===== config.mk =====
export PLATFORM = sky130hd
export DESIGN_NAME = uplink_frame_tx_flat
export DESIGN_NICKNAME = d
export VERILOG_FILES = /design/src/rtl/uplink_frame_tx_if.sv /design/src/rtl/uplink_frame_tx.sv /design/src/flat_wrapper.sv
export SDC_FILE = /design/constraint.sdc
export NUM_CORES = 1
export LEC_CHECK = 0
export BUFFER_PORTS_ARGS = -buffer_cell sky130_fd_sc_hd__buf_2
export CORE_MARGIN = 4
export CORE_UTILIZATION = 49
export CTS_CLUSTER_DIAMETER = 60
export DETAILED_ROUTE_END_ITERATION = 8
export PLACE_DENSITY = 0.71
export SYNTH_ARGS = -nofsm -noshare
export SYNTH_HDL_FRONTEND = slang
export SYNTH_SLANG_ARGS = --single-unit

===== constraint.sdc =====
create_clock -name clk -period 2.5 [get_ports clk]
set_input_delay 0.25 -clock clk [delete_from_list [all_inputs] [get_ports clk]]
set_output_delay 0.25 -clock clk [all_outputs]
set_load 0.05 [all_outputs]

===== src/rtl/uplink_frame_tx_if.sv =====
// Message handshake between the packet source and the uplink frame transmitter.
interface uplink_frame_tx_if #(
  parameter int ID_WIDTH   = 4,
  parameter int DATA_WIDTH = 16
);
  logic                  msg_valid;
  logic                  msg_ready;
  logic [ID_WIDTH-1:0]   msg_id;
  logic [DATA_WIDTH-1:0] msg_data;

  modport master (output msg_valid, msg_id, msg_data, input msg_ready);
  modport slave  (input msg_valid, msg_id, msg_data, output msg_ready);
endinterface


===== src/rtl/uplink_frame_tx.sv =====
// Uplink transmitter: one frame per accepted message (alternating preamble,
// message ID MSB first, optionally LFSR-scrambled data MSB first, then a guard gap).
module uplink_frame_tx #(
  parameter int DIV_WIDTH      = 8,
  parameter int PREAMBLE_COUNT = 8,
  parameter int ID_WIDTH       = 4,
  parameter int DATA_WIDTH     = 16,
  parameter int SCRAMBLE_EN    = 1
) (
  input  logic                 clk,
  input  logic                 rst,
  input  logic [DIV_WIDTH-1:0] clk_div,
  uplink_frame_tx_if.slave     msg,
  output logic                 ul_out,
  output logic                 ul_en,
  output logic                 busy
);

  localparam int MAX_PI    = (PREAMBLE_COUNT > ID_WIDTH) ? PREAMBLE_COUNT : ID_WIDTH;
  localparam int MAX_FIELD = (MAX_PI > DATA_WIDTH) ? MAX_PI : DATA_WIDTH;
  localparam int BIT_W     = (MAX_FIELD > 1) ? $clog2(MAX_FIELD) : 1;

  localparam logic [BIT_W-1:0] PRE_LAST  = BIT_W'(PREAMBLE_COUNT - 1);
  localparam logic [BIT_W-1:0] ID_LAST   = BIT_W'(ID_WIDTH - 1);
  localparam logic [BIT_W-1:0] DATA_LAST = BIT_W'(DATA_WIDTH - 1);
  localparam logic [6:0]       LFSR_SEED = 7'h7F;
  localparam bit               SCR       = (SCRAMBLE_EN != 0);

  typedef enum logic [2:0] {
    S_IDLE, S_PREAMBLE, S_ID, S_DATA, S_GAP
  } state_t;

  state_t                state;
  logic [DIV_WIDTH-1:0]  per_cnt;
  logic [DIV_WIDTH-1:0]  p_last;   // latched period minus one
  logic [BIT_W-1:0]      bit_cnt;
  logic [ID_WIDTH-1:0]   id_q;
  logic [DATA_WIDTH-1:0] data_q;
  logic [6:0]            lfsr;

  logic       accept;
  logic       wrap;
  logic       data_bit;
  logic [6:0] lfsr_next;

  // Ready drops combinationally with rst so nothing is accepted while reset is held.
  assign msg.msg_ready = (state == S_IDLE) && !rst;
  assign accept        = msg.msg_valid && msg.msg_ready;
  assign wrap          = (per_cnt == p_last);
  assign data_bit      = data_q[DATA_WIDTH-1] ^ (SCR & lfsr[6]);
  assign lfsr_next     = {lfsr[5:0], lfsr[6] ^ lfsr[5]};

  // NOTE: all state uses non-blocking assignments so every register samples
  // the pre-edge values of the others, regardless of statement order.
  always_ff @(posedge clk or posedge rst) begin
    if (rst) begin
      state   <= S_IDLE;
      per_cnt <= '0;
      p_last  <= '0;
      bit_cnt <= '0;
      id_q    <= '0;
      data_q  <= '0;
      lfsr    <= LFSR_SEED;
      ul_out  <= 1'b0;
      ul_en   <= 1'b0;
      busy    <= 1'b0;
    end else begin
      case (state)
        S_IDLE: begin
          ul_out <= 1'b0;
          ul_en  <= 1'b0;
          busy   <= 1'b0;
          if (accept) begin
            state   <= S_PREAMBLE;
            id_q    <= msg.msg_id;
            data_q  <= msg.msg_data;
            p_last  <= (clk_div == '0) ? '0 : clk_div - DIV_WIDTH'(1);
            per_cnt <= '0;
            bit_cnt <= '0;
            lfsr    <= LFSR_SEED;
            ul_out  <= 1'b1;
            ul_en   <= 1'b1;
            busy    <= 1'b1;
          end
        end

        S_PREAMBLE: begin
          per_cnt <= wrap ? '0 : per_cnt + DIV_WIDTH'(1);
          if (wrap) begin
            if (bit_cnt == PRE_LAST) begin
              state   <= S_ID;
              bit_cnt <= '0;
              ul_out  <= id_q[ID_WIDTH-1];
              id_q    <= id_q << 1;
            end else begin
              bit_cnt <= bit_cnt + BIT_W'(1);
              ul_out  <= ~ul_out;
            end
          end
        end

        S_ID: begin
          per_cnt <= wrap ? '0 : per_cnt + DIV_WIDTH'(1);
          if (wrap) begin
            if (bit_cnt == ID_LAST) begin
              state   <= S_DATA;
              bit_cnt <= '0;
            end else begin
              bit_cnt <= bit_cnt + BIT_W'(1);
            end
            // The bit loaded here is either the next ID bit or the first data bit.
            if (bit_cnt == ID_LAST) begin
              ul_out <= data_bit;
              data_q <= data_q << 1;
              lfsr   <= lfsr_next;
            end else begin
              ul_out <= id_q[ID_WIDTH-1];
              id_q   <= id_q << 1;
            end
          end
        end

        S_DATA: begin
          per_cnt <= wrap ? '0 : per_cnt + DIV_WIDTH'(1);
          if (wrap) begin
            if (bit_cnt == DATA_LAST) begin
              state   <= S_GAP;
              bit_cnt <= '0;
              ul_out  <= 1'b0;
              ul_en   <= 1'b0;
            end else begin
              bit_cnt <= bit_cnt + BIT_W'(1);
              ul_out  <= data_bit;
              data_q  <= data_q << 1;
              lfsr    <= lfsr_next;
            end
          end
        end

        S_GAP: begin
          per_cnt <= wrap ? '0 : per_cnt + DIV_WIDTH'(1);
          ul_out  <= 1'b0;
          ul_en   <= 1'b0;
          if (wrap) begin
            state <= S_IDLE;
            busy  <= 1'b0;
          end
        end

        default: begin
          state   <= S_IDLE;
          per_cnt <= '0;
          bit_cnt <= '0;
          ul_out  <= 1'b0;
          ul_en   <= 1'b0;
          busy    <= 1'b0;
        end
      endcase
    end
  end

endmodule


===== src/flat_wrapper.sv =====
// flat-port wrapper written by rule: the top's interface ports become plain ports
module uplink_frame_tx_flat 
#(
  parameter int DIV_WIDTH      = 8,
  parameter int PREAMBLE_COUNT = 8,
  parameter int ID_WIDTH       = 4,
  parameter int DATA_WIDTH     = 16,
  parameter int SCRAMBLE_EN    = 1
)
  (clk, rst, clk_div, ul_out, ul_en, busy, msg_msg_valid, msg_msg_id, msg_msg_data, msg_msg_ready);
  uplink_frame_tx_if #(.ID_WIDTH(ID_WIDTH), .DATA_WIDTH(DATA_WIDTH)) msg_i ();
  input  logic clk;
  input  logic rst;
  input  logic [DIV_WIDTH-1:0] clk_div;
  output logic ul_out;
  output logic ul_en;
  output logic busy;
  input wire logic [$bits(msg_i.msg_valid)-1:0] msg_msg_valid;
  input wire logic [$bits(msg_i.msg_id)-1:0] msg_msg_id;
  input wire logic [$bits(msg_i.msg_data)-1:0] msg_msg_data;
  output wire logic [$bits(msg_i.msg_ready)-1:0] msg_msg_ready;
  assign msg_i.msg_valid = msg_msg_valid;
  assign msg_i.msg_id = msg_msg_id;
  assign msg_i.msg_data = msg_msg_data;
  assign msg_msg_ready = msg_i.msg_ready;
  uplink_frame_tx #(.DIV_WIDTH(DIV_WIDTH), .PREAMBLE_COUNT(PREAMBLE_COUNT), .ID_WIDTH(ID_WIDTH), .DATA_WIDTH(DATA_WIDTH), .SCRAMBLE_EN(SCRAMBLE_EN)) u_core (.clk(clk), .rst(rst), .clk_div(clk_div), .msg(msg_i), .ul_out(ul_out), .ul_en(ul_en), .busy(busy));
endmodule

==> impl_metrics.py, run 1 <==
metrics = {
    "status": {
        "outcome": "complete, but fails checks",
        "violations": "negative hold slack",
    },
    "synth": {
        "synth_area_per_cell_sq_um": 10.1,
        "synth_top_area_share": 0.373,
        "synth.mux.area_fraction": 0.135,
        "synth_top_family_by_area": "compound AO/OA/AOI/OAI gates",
        "synth_nets": 342,
        "synth-edff-count": 0,
        "synthFlopType": "dfrtp_1",
        "synthAdderAreaFrac": 0.0162,
        "synthTopCellsByArea": "dfrtp_1, mux2_2, dfstp_2",
        "synth_top_cell_by_area": "dfrtp_1",
        "yosysWarnings": 0,
        "synth_simple_gate_area_frac": 0.146,
        "synth_area_sq_um": 3090,
        "async_flop_share": 1.00,
        "synth-compound-area-share": 0.173,
        "ys_seq_elements": 53,
        "synth-xor-area-share": 0.0454,
        "synthCells": 307,
        "ys_types": 51,
        "yosysSeqAreaShare": 0.433,
    },
    "power_and_ir_drop": {
        "power_density_nw_per_um2": 619,
        "power.share.clock": 0.322,
        "leakage_nw": 1.58,
        "seqPwrFrac": 0.491,
        "combPwrFrac": 0.187,
        "peakVddDrop_mv": 0.468,
        "p_int_mw": 1.57,
        "switchingPower_uw": 592,
        "power.share.switching": 0.274,
    },
    "route": {
        "wl_per_cell_um": 14.9,
        "drc": 0,
        "drt.antenna.violating_nets": 0,
        "firstDrtPassIters": 4,
        "via_count": 2383,
        "first_iter_violations": 94,
        "wl_um": 6230,
        "via_per_inst": 5.69,
    },
    "setup_path": {
        "worstPathRequired_ns": 2.71,
        "worst-endpoint-arrival_ns": 2.44,
        "worstPathMaxFanout": 18,
        "cp-end-kind": "register",
        "crit_chain": "ha_1 -> and2_1 -> o21ai_0 -> a31o_2 -> o211a_1 -> buf_12 -> mux2_2",
        "path_delay_family": "compound AO/OA/AOI/OAI gates",
        "cpPeakStageDelay_ns": 0.42,
        "worst-path-buf-inv": 1,
        "cp_slowest_cell": "dfrtp_1",
        "crit_type": "reg2reg",
        "critPathLaunchType": "register",
    },
    "timing": {
        "rsz0062_at_grt": "no",
        "hold_viol_final": 8,
        "period_share": 0.893,
        "worst_slew_pin_slew_ns": 0.508,
        "fmax_mhz": 448,
        "final_max_slew_viol_count": 0,
        "tns_ns": 0,
        "setup_viol": 0,
        "fin_skew_ns": 0.0103,
        "min_period_ns": 2.23,
        "setup_ws_ns": 0.267,
        "fin_hold_ws_ns": -0.00665,
        "relSlewSlack": 0.658,
    },
    "floorplanning": {
        "initial_core_util": 0.512,
        "num_rows": 28,
        "die_x_um": 87.4,
        "dieHeight_um": 87.4,
        "die_area_sq_um": 7630,
        "io_pins": 35,
        "core_sq_um": 6030,
    },
    "placement": {
        "numPortBuffers": 34,
        "routabilityCongestion": 0.861,
        "dp_hpwl_um": 4460,
        "place_ws_ns": 0.283,
    },
    "clock_tree": {
        "clk-insertion-delay-late_ns": 0.31,
        "h-tree-depth": 2,
        "post_cts_buffers": 0,
        "clk_pin_slew_ns": 0.10,
        "ctsResizeCount": 0,
        "hold_buffers": 0,
        "cts_tree": "built",
        "cts_buffer_depth": 2,
        "clock_sinks": 53,
        "cts_buffers": 5,
        "root_buffer": "clkbuf_8",
    },
    "final_layout": {
        "final_cell_mix": "dfrtp_1, buf_2, nand2_1, mux2_2, o21ai_0",
        "final_nets": 378,
        "synthToLayoutAreaGrowth_pct": 13.0,
        "final_common_cell": "dfrtp_1",
        "final_layout_size_suffix_gt1_frac": 0.302,
        "insertedDiodeCount": 0,
    },
    "global_route": {
        "grt_pass1_wl_um": 10300,
        "antenna_found_initial": 0,
        "grt_util_met1": 0.238,
        "met2_usage": 0.264,
        "busiest_layer": "met2",
        "grt_pass1_vias": 2224,
        "grt_util_all_layers": 0.170,
        "gr-total-overflow": 0,
        "grt_use_met3": 0.0322,
        "grt_max_degree": 25,
    },
    "min_path": {
        "hp-class": "in2async",
    },
    "job": {
        "drv_cap": 0,
    },
}
cells in the mapped netlist, types with 6 or more instances:
| cell type | count |
|---|---|
| o21ai_0 | 23 |
| a22o_1 | 6 |
| mux2_2 | 24 |
| mux2_4 | 7 |
| a21oi_1 | 17 |
| nand2b_1 | 7 |
| nand3_1 | 9 |
| nor2_1 | 12 |
| a311oi_1 | 6 |
| dfrtp_1 | 46 |
| dfstp_2 | 7 |
| inv_1 | 14 |
| xor2_1 | 11 |
| nand2_1 | 24 |
| clkbuf_1 | 9 |
| nor3_1 | 12 |
per-layer routing:
layer | part of all wire | wire length (um) | vias up
met4 | 0.016 | 98 | 0
met1 | 0.49 | 3020 | 1149
li1 | - | - | 1185
met5 | 0 | 0 | -
met3 | 0.037 | 228 | 10
met2 | 0.46 | 2880 | 39
flip-flops by register name, summed over array words and instances (netlist names):
signal          flops
u_core.data_q      16
u_core.ul_out       1
u_core.state        3
u_core.lfsr         7
u_core.p_last       8
u_core.ul_en        1
u_core.per_cnt      8
u_core.busy         1
u_core.bit_cnt      4
u_core.id_q         4
final cells by class:
class | instances | area (sq um)
Multi-Input combinational cell | 223 | 1600
Fill cell | 539 | 2540
Sequential cell | 53 | 1340
Clock inverter | 3 | 68.8
Tap cell | 75 | 93.8
Inverter | 14 | 52.6
Timing Repair Buffer | 46 | 273
Clock buffer | 5 | 68.8
per-stage QoR:
stage | power, mW | instances | util | hold slack (ns) | instance area [sq um]
finish | 2.16 | 419 | 0.579 | -0.00665 | 3490
global route | 2.28 | 419 | 0.579 | 0.0273 | 3490
CTS | 2.18 | 419 | 0.579 | 0.000389 | 3490
detailed placement | 1.48 | 411 | 0.556 | 0.349 | 3350
global placement | 1.47 | 411 | 0.556 | 0.357 | 3350
floorplan | 1.37 | 307 | - | 0.360 | 3090
cells by family (layout without fill, tap and decap cells):
| group | Yosys count | after routing |
|---|---|---|
| multiplexers | 35 | 35 |
| XOR/XNOR | 16 | 16 |
| buffers and inverters | 31 | 68 |
| AO/OA/AOI/OAI | 79 | 79 |
| adder cells (fa/ha/maj) | 4 | 4 |
| AND/OR/NAND/NOR | 89 | 89 |
| flip-flops | 53 | 53 |
power by group through the flow:
stage | Combinational [mW] | Sequential, mW | Clock, mW
after detailed placement | 0.407 | 1.07 | 0
final | 0.403 | 1.06 | 0.695
after CTS | 0.407 | 1.06 | 0.714
after global routing | 0.460 | 1.08 | 0.741
after global placement | 0.397 | 1.07 | 0
after floorplan | 0.312 | 1.06 | 0
worst paths after layout:
check | from | end | slack [ns] | cells after the start
setup / recovery | u_core.bit_cnt[0] | u_core.data_q[3] | 0.27 | 7
hold / removal | rst | u_core.data_q[1] | -0.007 | 2
setup reg to reg | u_core.bit_cnt[0] | u_core.data_q[3] | 0.27 | 7
hold reg to reg | u_core.lfsr[4] | u_core.lfsr[5] | 0.51 | 2
max in group asynchronous | rst | u_core.per_cnt[0] | 1.88 | 3
min in group clk | clk_div[0] | u_core.p_last[0] | 0.17 | 2
Power figures use the tool's default switching activity.
==> run 2: changes to the inputs <==
--- a/config.mk
+++ b/config.mk
@@ -6,6 +6,7 @@
 export NUM_CORES = 1
 export LEC_CHECK = 0
 export BUFFER_PORTS_ARGS = -buffer_cell sky130_fd_sc_hd__buf_2
+export CORE_ASPECT_RATIO = 1.1
 export CORE_MARGIN = 4
 export CORE_UTILIZATION = 49
 export CTS_CLUSTER_DIAMETER = 60
==> impl_metrics.py, run 2 (same netlist as run 1, synthesis figures left out) <==
metrics = {
    "status": {
        "outcome": "complete, no violations",
    },
    "route": {
        "drt.antenna.violating_nets": 0,
        "wl_per_cell_um": 14.7,
        "via_count": 2384,
        "firstDrtPassIters": 4,
        "first_iter_violations": 83,
        "via_per_inst": 5.62,
        "wl_um": 6230,
        "drc": 0,
    },
    "job": {
        "drv_cap": 0,
    },
    "setup_path": {
        "crit_type": "reg2reg",
        "critPathLaunchType": "register",
        "r2r-end": "u_core.data_q[12]",
        "cp-end-kind": "register",
        "worstPathMaxFanout": 18,
        "worst-endpoint-arrival_ns": 2.45,
        "r2r_slack_ns": 0.25,
        "reg2reg_from": "u_core.bit_cnt[0]",
        "worstPathRequired_ns": 2.70,
        "r2r_cells": 7,
    },
    "power_and_ir_drop": {
        "peakVddDrop_mv": 0.261,
        "combPwrFrac": 0.196,
        "power.share.clock": 0.293,
        "power.share.switching": 0.283,
        "seqPwrFrac": 0.511,
        "power_density_nw_per_um2": 596,
        "p_int_mw": 1.49,
        "switchingPower_uw": 589,
        "leakage_nw": 1.57,
    },
    "timing": {
        "period_share": 0.901,
        "fin_skew_ns": 0.00671,
        "hold_viol_final": 0,
        "fmax_mhz": 444,
        "worst_slew_pin_slew_ns": 0.629,
        "setup_ws_ns": 0.247,
        "tns_ns": 0,
        "min_period_ns": 2.25,
        "setup_viol": 0,
        "final_max_slew_viol_count": 0,
        "rsz0062_at_grt": "no",
        "relSlewSlack": 0.580,
    },
    "final_layout": {
        "synthToLayoutAreaGrowth_pct": 13.1,
        "insertedDiodeCount": 0,
        "largest_reg_flops": 16,
        "final_common_cell": "dfrtp_1",
        "reg_top3": "u_core.data_q x16, u_core.p_last x8, u_core.per_cnt x8",
        "final_util": 0.567,
        "final_cell_mix": "dfrtp_1, buf_2, nand2_1, mux2_2, o21ai_0",
        "final_nets": 378,
        "final_layout_size_suffix_gt1_frac": 0.302,
        "regMostFlops": "u_core.data_q",
    },
    "global_route": {
        "grt_max_degree": 30,
        "grt_util_met1": 0.218,
        "busiest_layer": "met2",
        "grt_use_met3": 0.0318,
        "antenna_found_initial": 0,
        "grt_pass1_vias": 2412,
        "gr-total-overflow": 0,
        "grt_util_all_layers": 0.173,
        "grt_pass1_wl_um": 11100,
        "met2_usage": 0.300,
    },
    "floorplanning": {
        "core_sq_um": 6160,
        "num_rows": 30,
        "initial_core_util": 0.501,
        "die_area_sq_um": 7630,
        "die_x_um": 83.7,
        "dieHeight_um": 91.2,
        "io_pins": 35,
    },
    "clock_tree": {
        "cts_tree": "built",
        "ctsResizeCount": 0,
        "clk_pin_slew_ns": 0.10,
        "hold_buffers": 0,
        "clk-insertion-delay-late_ns": 0.30,
        "cts_buffer_depth": 2,
        "cts_buffers": 5,
        "post_cts_buffers": 0,
        "h-tree-depth": 2,
        "root_buffer": "clkbuf_8",
        "clock_sinks": 53,
    },
    "placement": {
        "numPortBuffers": 34,
        "dp_hpwl_um": 4520,
        "routabilityCongestion": 0.861,
        "place_ws_ns": 0.261,
    },
    "min_path": {
        "hp-class": "in2async",
    },
}
## run 2: cell types whose count changed in the layout (fill, tap and decap cells not counted), sizes merged
cell	change
clkbuf	+1
inv	-1
clkinvlp	+1
bufinv	-1
## run 2: stage by stage
step | std cells | total power, mW | instance area [sq um] | hold slack [ns]
2_1_floorplan | 307 | 1.37 | 3090 | 0.360
3_3_place_gp | 416 | 1.47 | 3370 | 0.408
3_5_place_dp | 416 | 1.49 | 3370 | 0.411
4_1_cts | 424 | 2.10 | 3490 | 0.0776
5_1_grt | 424 | 2.19 | 3490 | 0.103
6_report | 424 | 2.08 | 3490 | 0.0575
## run 2: critical path, stage by stage, from the launching register on
cell	delay (ns)
dfrtp_1	0.42
ha_1	0.31
and2_1	0.19
o21ai_0	0.21
a31o_2	0.29
o211a_1	0.21
buf_12	0.17
mux2_2	0.35
## run 2: how the worst max path moves through the flow
stage                       from           endpoint  slack, ns
2_1_floorplan    u_core.state[1]      u_core.ul_out      0.006
3_3_place_gp   u_core.bit_cnt[0]   u_core.data_q[4]       0.32
3_5_place_dp   u_core.bit_cnt[0]  u_core.data_q[12]       0.26
4_1_cts        u_core.bit_cnt[0]  u_core.data_q[12]       0.25
5_1_grt        u_core.bit_cnt[0]   u_core.data_q[4]       0.12
6_report       u_core.bit_cnt[0]  u_core.data_q[12]       0.25
## run 2: power groups by stage
stage	Clock [mW]	Combinational [mW]	Sequential, mW
finish	0.610	0.407	1.06
floorplan	0	0.312	1.06
global route	0.654	0.461	1.07
global placement	0	0.399	1.07
CTS	0.624	0.412	1.06
detailed placement	0	0.409	1.08
## run 2: final cells by class
cell class | instances | area, sq um
clock buffer | 6 | 82.6
clock inverter | 2 | 37.5
fill | 574 | 2670
inverter | 14 | 52.6
multi-input combinational | 223 | 1600
sequential | 53 | 1340
tap | 80 | 100
timing repair buffer | 46 | 285
## run 2: layer usage
layer  vias to the layer above  wire (um)  part of all wire
met3                         6        168             0.027
met5                         -          0                 0
li1                       1185          -                 -
met4                         0         80             0.013
met2                        32       3050              0.49
met1                      1161       2930              0.47
==> run 3: changes to the inputs <==
==> constraint.sdc (replaced) <==
create_clock -name clk -period 2.6 [get_ports clk]
set_input_delay 0.26 -clock clk [delete_from_list [all_inputs] [get_ports clk]]
set_output_delay 0.26 -clock clk [all_outputs]
set_load 0.05 [all_outputs]
==> impl_metrics.py, run 3 (same netlist as run 1, synthesis figures left out) <==
metrics = {
    "status": {
        "outcome": "complete, no violations",
    },
    "final_layout": {
        "largest_reg_flops": 16,
        "final_nets": 375,
        "regMostFlops": "u_core.data_q",
        "fin_area_sq_um": 3430,
        "reg_top3": "u_core.data_q x16, u_core.p_last x8, u_core.per_cnt x8",
        "synthToLayoutAreaGrowth_pct": 11.1,
        "multi_input_comb_area_sq_um": 1600,
        "final_cell_mix": "dfrtp_1, buf_2, nand2_1, mux2_2, o21ai_0",
        "final_layout_size_suffix_gt1_frac": 0.296,
        "insertedDiodeCount": 0,
        "fin_cells": 421,
        "seq_area_sq_um": 1340,
        "fillers": 589,
        "final_common_cell": "dfrtp_1",
    },
    "power_and_ir_drop": {
        "power_density_nw_per_um2": 552,
        "switchingPower_uw": 580,
        "leakage_nw": 1.54,
        "power.share.clock": 0.254,
        "seqPwrFrac": 0.539,
        "peakVddDrop_mv": 0.325,
        "power.share.switching": 0.306,
        "combPwrFrac": 0.208,
        "p_int_mw": 1.31,
    },
    "placement": {
        "routabilityCongestion": 0.807,
        "placedInstanceArea_sq_um": 3330,
        "dp_cells": 413,
        "numPortBuffers": 34,
        "dp_hpwl_um": 4550,
    },
    "floorplanning": {
        "dieHeight_um": 91.2,
        "die_area_sq_um": 7630,
        "die_x_um": 83.7,
        "io_pins": 35,
        "num_rows": 30,
        "core_sq_um": 6160,
        "initial_core_util": 0.501,
    },
    "setup_path": {
        "crit_chain": "ha_1 -> and2_1 -> o21ai_0 -> a31o_2 -> o211a_1 -> buf_12 -> mux2_2",
        "worstPathRequired_ns": 2.80,
        "critPathLaunchType": "register",
        "cp-end-kind": "register",
        "worst-endpoint-arrival_ns": 2.43,
        "crit_type": "reg2reg",
        "cp_slowest_cell": "dfrtp_1",
        "worstPathMaxFanout": 18,
        "cpPeakStageDelay_ns": 0.42,
    },
    "timing": {
        "fin_hold_ws_ns": 0.0223,
        "tns_ns": 0,
        "worst_slew_pin_slew_ns": 0.613,
        "setup_viol": 0,
        "fmax_mhz": 447,
        "final_max_slew_viol_count": 0,
        "fin_skew_ns": 0.0105,
        "relSlewSlack": 0.591,
        "hold_viol_final": 0,
        "rsz0062_at_grt": "no",
        "min_period_ns": 2.24,
        "period_share": 0.860,
    },
    "clock_tree": {
        "root_buffer": "clkbuf_8",
        "clk-insertion-delay-late_ns": 0.30,
        "ctsResizeCount": 0,
        "post_cts_buffers": 0,
        "cts_buffer_depth": 2,
        "cts_tree": "built",
        "hold_buffers": 0,
        "cts_buffers": 5,
        "h-tree-depth": 2,
        "clk_pin_slew_ns": 0.10,
        "clock_sinks": 53,
    },
    "route": {
        "firstDrtPassIters": 5,
        "drc": 0,
        "first_iter_violations": 101,
        "via_per_inst": 5.58,
        "wl_um": 6090,
        "drt.antenna.violating_nets": 0,
        "via_count": 2351,
        "wl_per_cell_um": 14.5,
    },
    "global_route": {
        "grt_pass1_wl_um": 11100,
        "antenna_found_initial": 0,
        "gr-total-overflow": 0,
        "grt_util_all_layers": 0.174,
        "grt_pass1_vias": 2431,
        "grt_max_degree": 27,
    },
    "job": {
        "drv_cap": 0,
    },
    "min_path": {
        "hp-class": "in2async",
    },
}
run 3: cell count changes in the layout (fill, tap and decap cells not counted), sizes merged:
cell,change
inv,+1
clkinv,+1
clkbuf,-1
buf,-3
bufinv,-1
run 3: stage by stage:
stage                     setup WS [ns]  utilization  power [mW]
final                             0.364        0.557        1.89
after CTS                         0.361        0.557        1.92
after detailed placement          0.365        0.541        1.43
after floorplan                   0.106            -        1.32
after global routing              0.224        0.557        2.01
after global placement            0.414        0.541        1.42
run 3: final timing paths:
check	from	to	slack, ns	depth (start not counted)
min in group clk	clk_div[0]	u_core.p_last[0]	0.19	2
hold reg to reg	u_core.data_q[13]	u_core.data_q[13]	0.51	1
max in group asynchronous	rst	u_core.lfsr[5]	1.92	3
hold / removal	rst	u_core.per_cnt[0]	0.02	2
setup reg to reg	u_core.bit_cnt[0]	u_core.data_q[3]	0.36	7
setup / recovery	u_core.bit_cnt[0]	u_core.data_q[3]	0.36	7
run 3: per-layer routing:
metal,global-route usage,wire length (um),vias to the layer above,part of all wire
li1,-,-,1183,-
met1,0.221,2780,1136,0.46
met2,0.303,3110,28,0.51
met3,0.0345,163,4,0.027
met4,0.0456,44,0,0.0072
met5,0,0,-,0
run 3: final cells by class:
| cell class | count | share of cell area |
|---|---|---|
| timing repair buffer | 43 | 0.0730 |
| clock inverter | 3 | 0.00730 |
| multi-input combinational | 223 | 0.465 |
| sequential | 53 | 0.390 |
| clock buffer | 5 | 0.0201 |
| inverter | 14 | 0.0153 |
| tap | 80 | 0.0292 |
run 3: power groups by stage:
| stage | Clock, mW | Combinational, mW | Sequential [mW] |
|---|---|---|---|
| 3_5_place_dp | 0 | 0.395 | 1.03 |
| 4_1_cts | 0.500 | 0.398 | 1.02 |
| 5_1_grt | 0.532 | 0.446 | 1.04 |
| 3_3_place_gp | 0 | 0.385 | 1.03 |
| 2_1_floorplan | 0 | 0.300 | 1.02 |
| 6_report | 0.481 | 0.393 | 1.02 |
run 3: worst max-delay path: cells and delay by family (launching register included):
family | cells | cell delay, ns
AOI/OAI and AO/OA | 3 | 0.70
and+or+nand+nor | 1 | 0.19
DFF | 1 | 0.42
muxes | 1 | 0.35
adders and majority gates | 1 | 0.30
buffers and inverters | 1 | 0.17
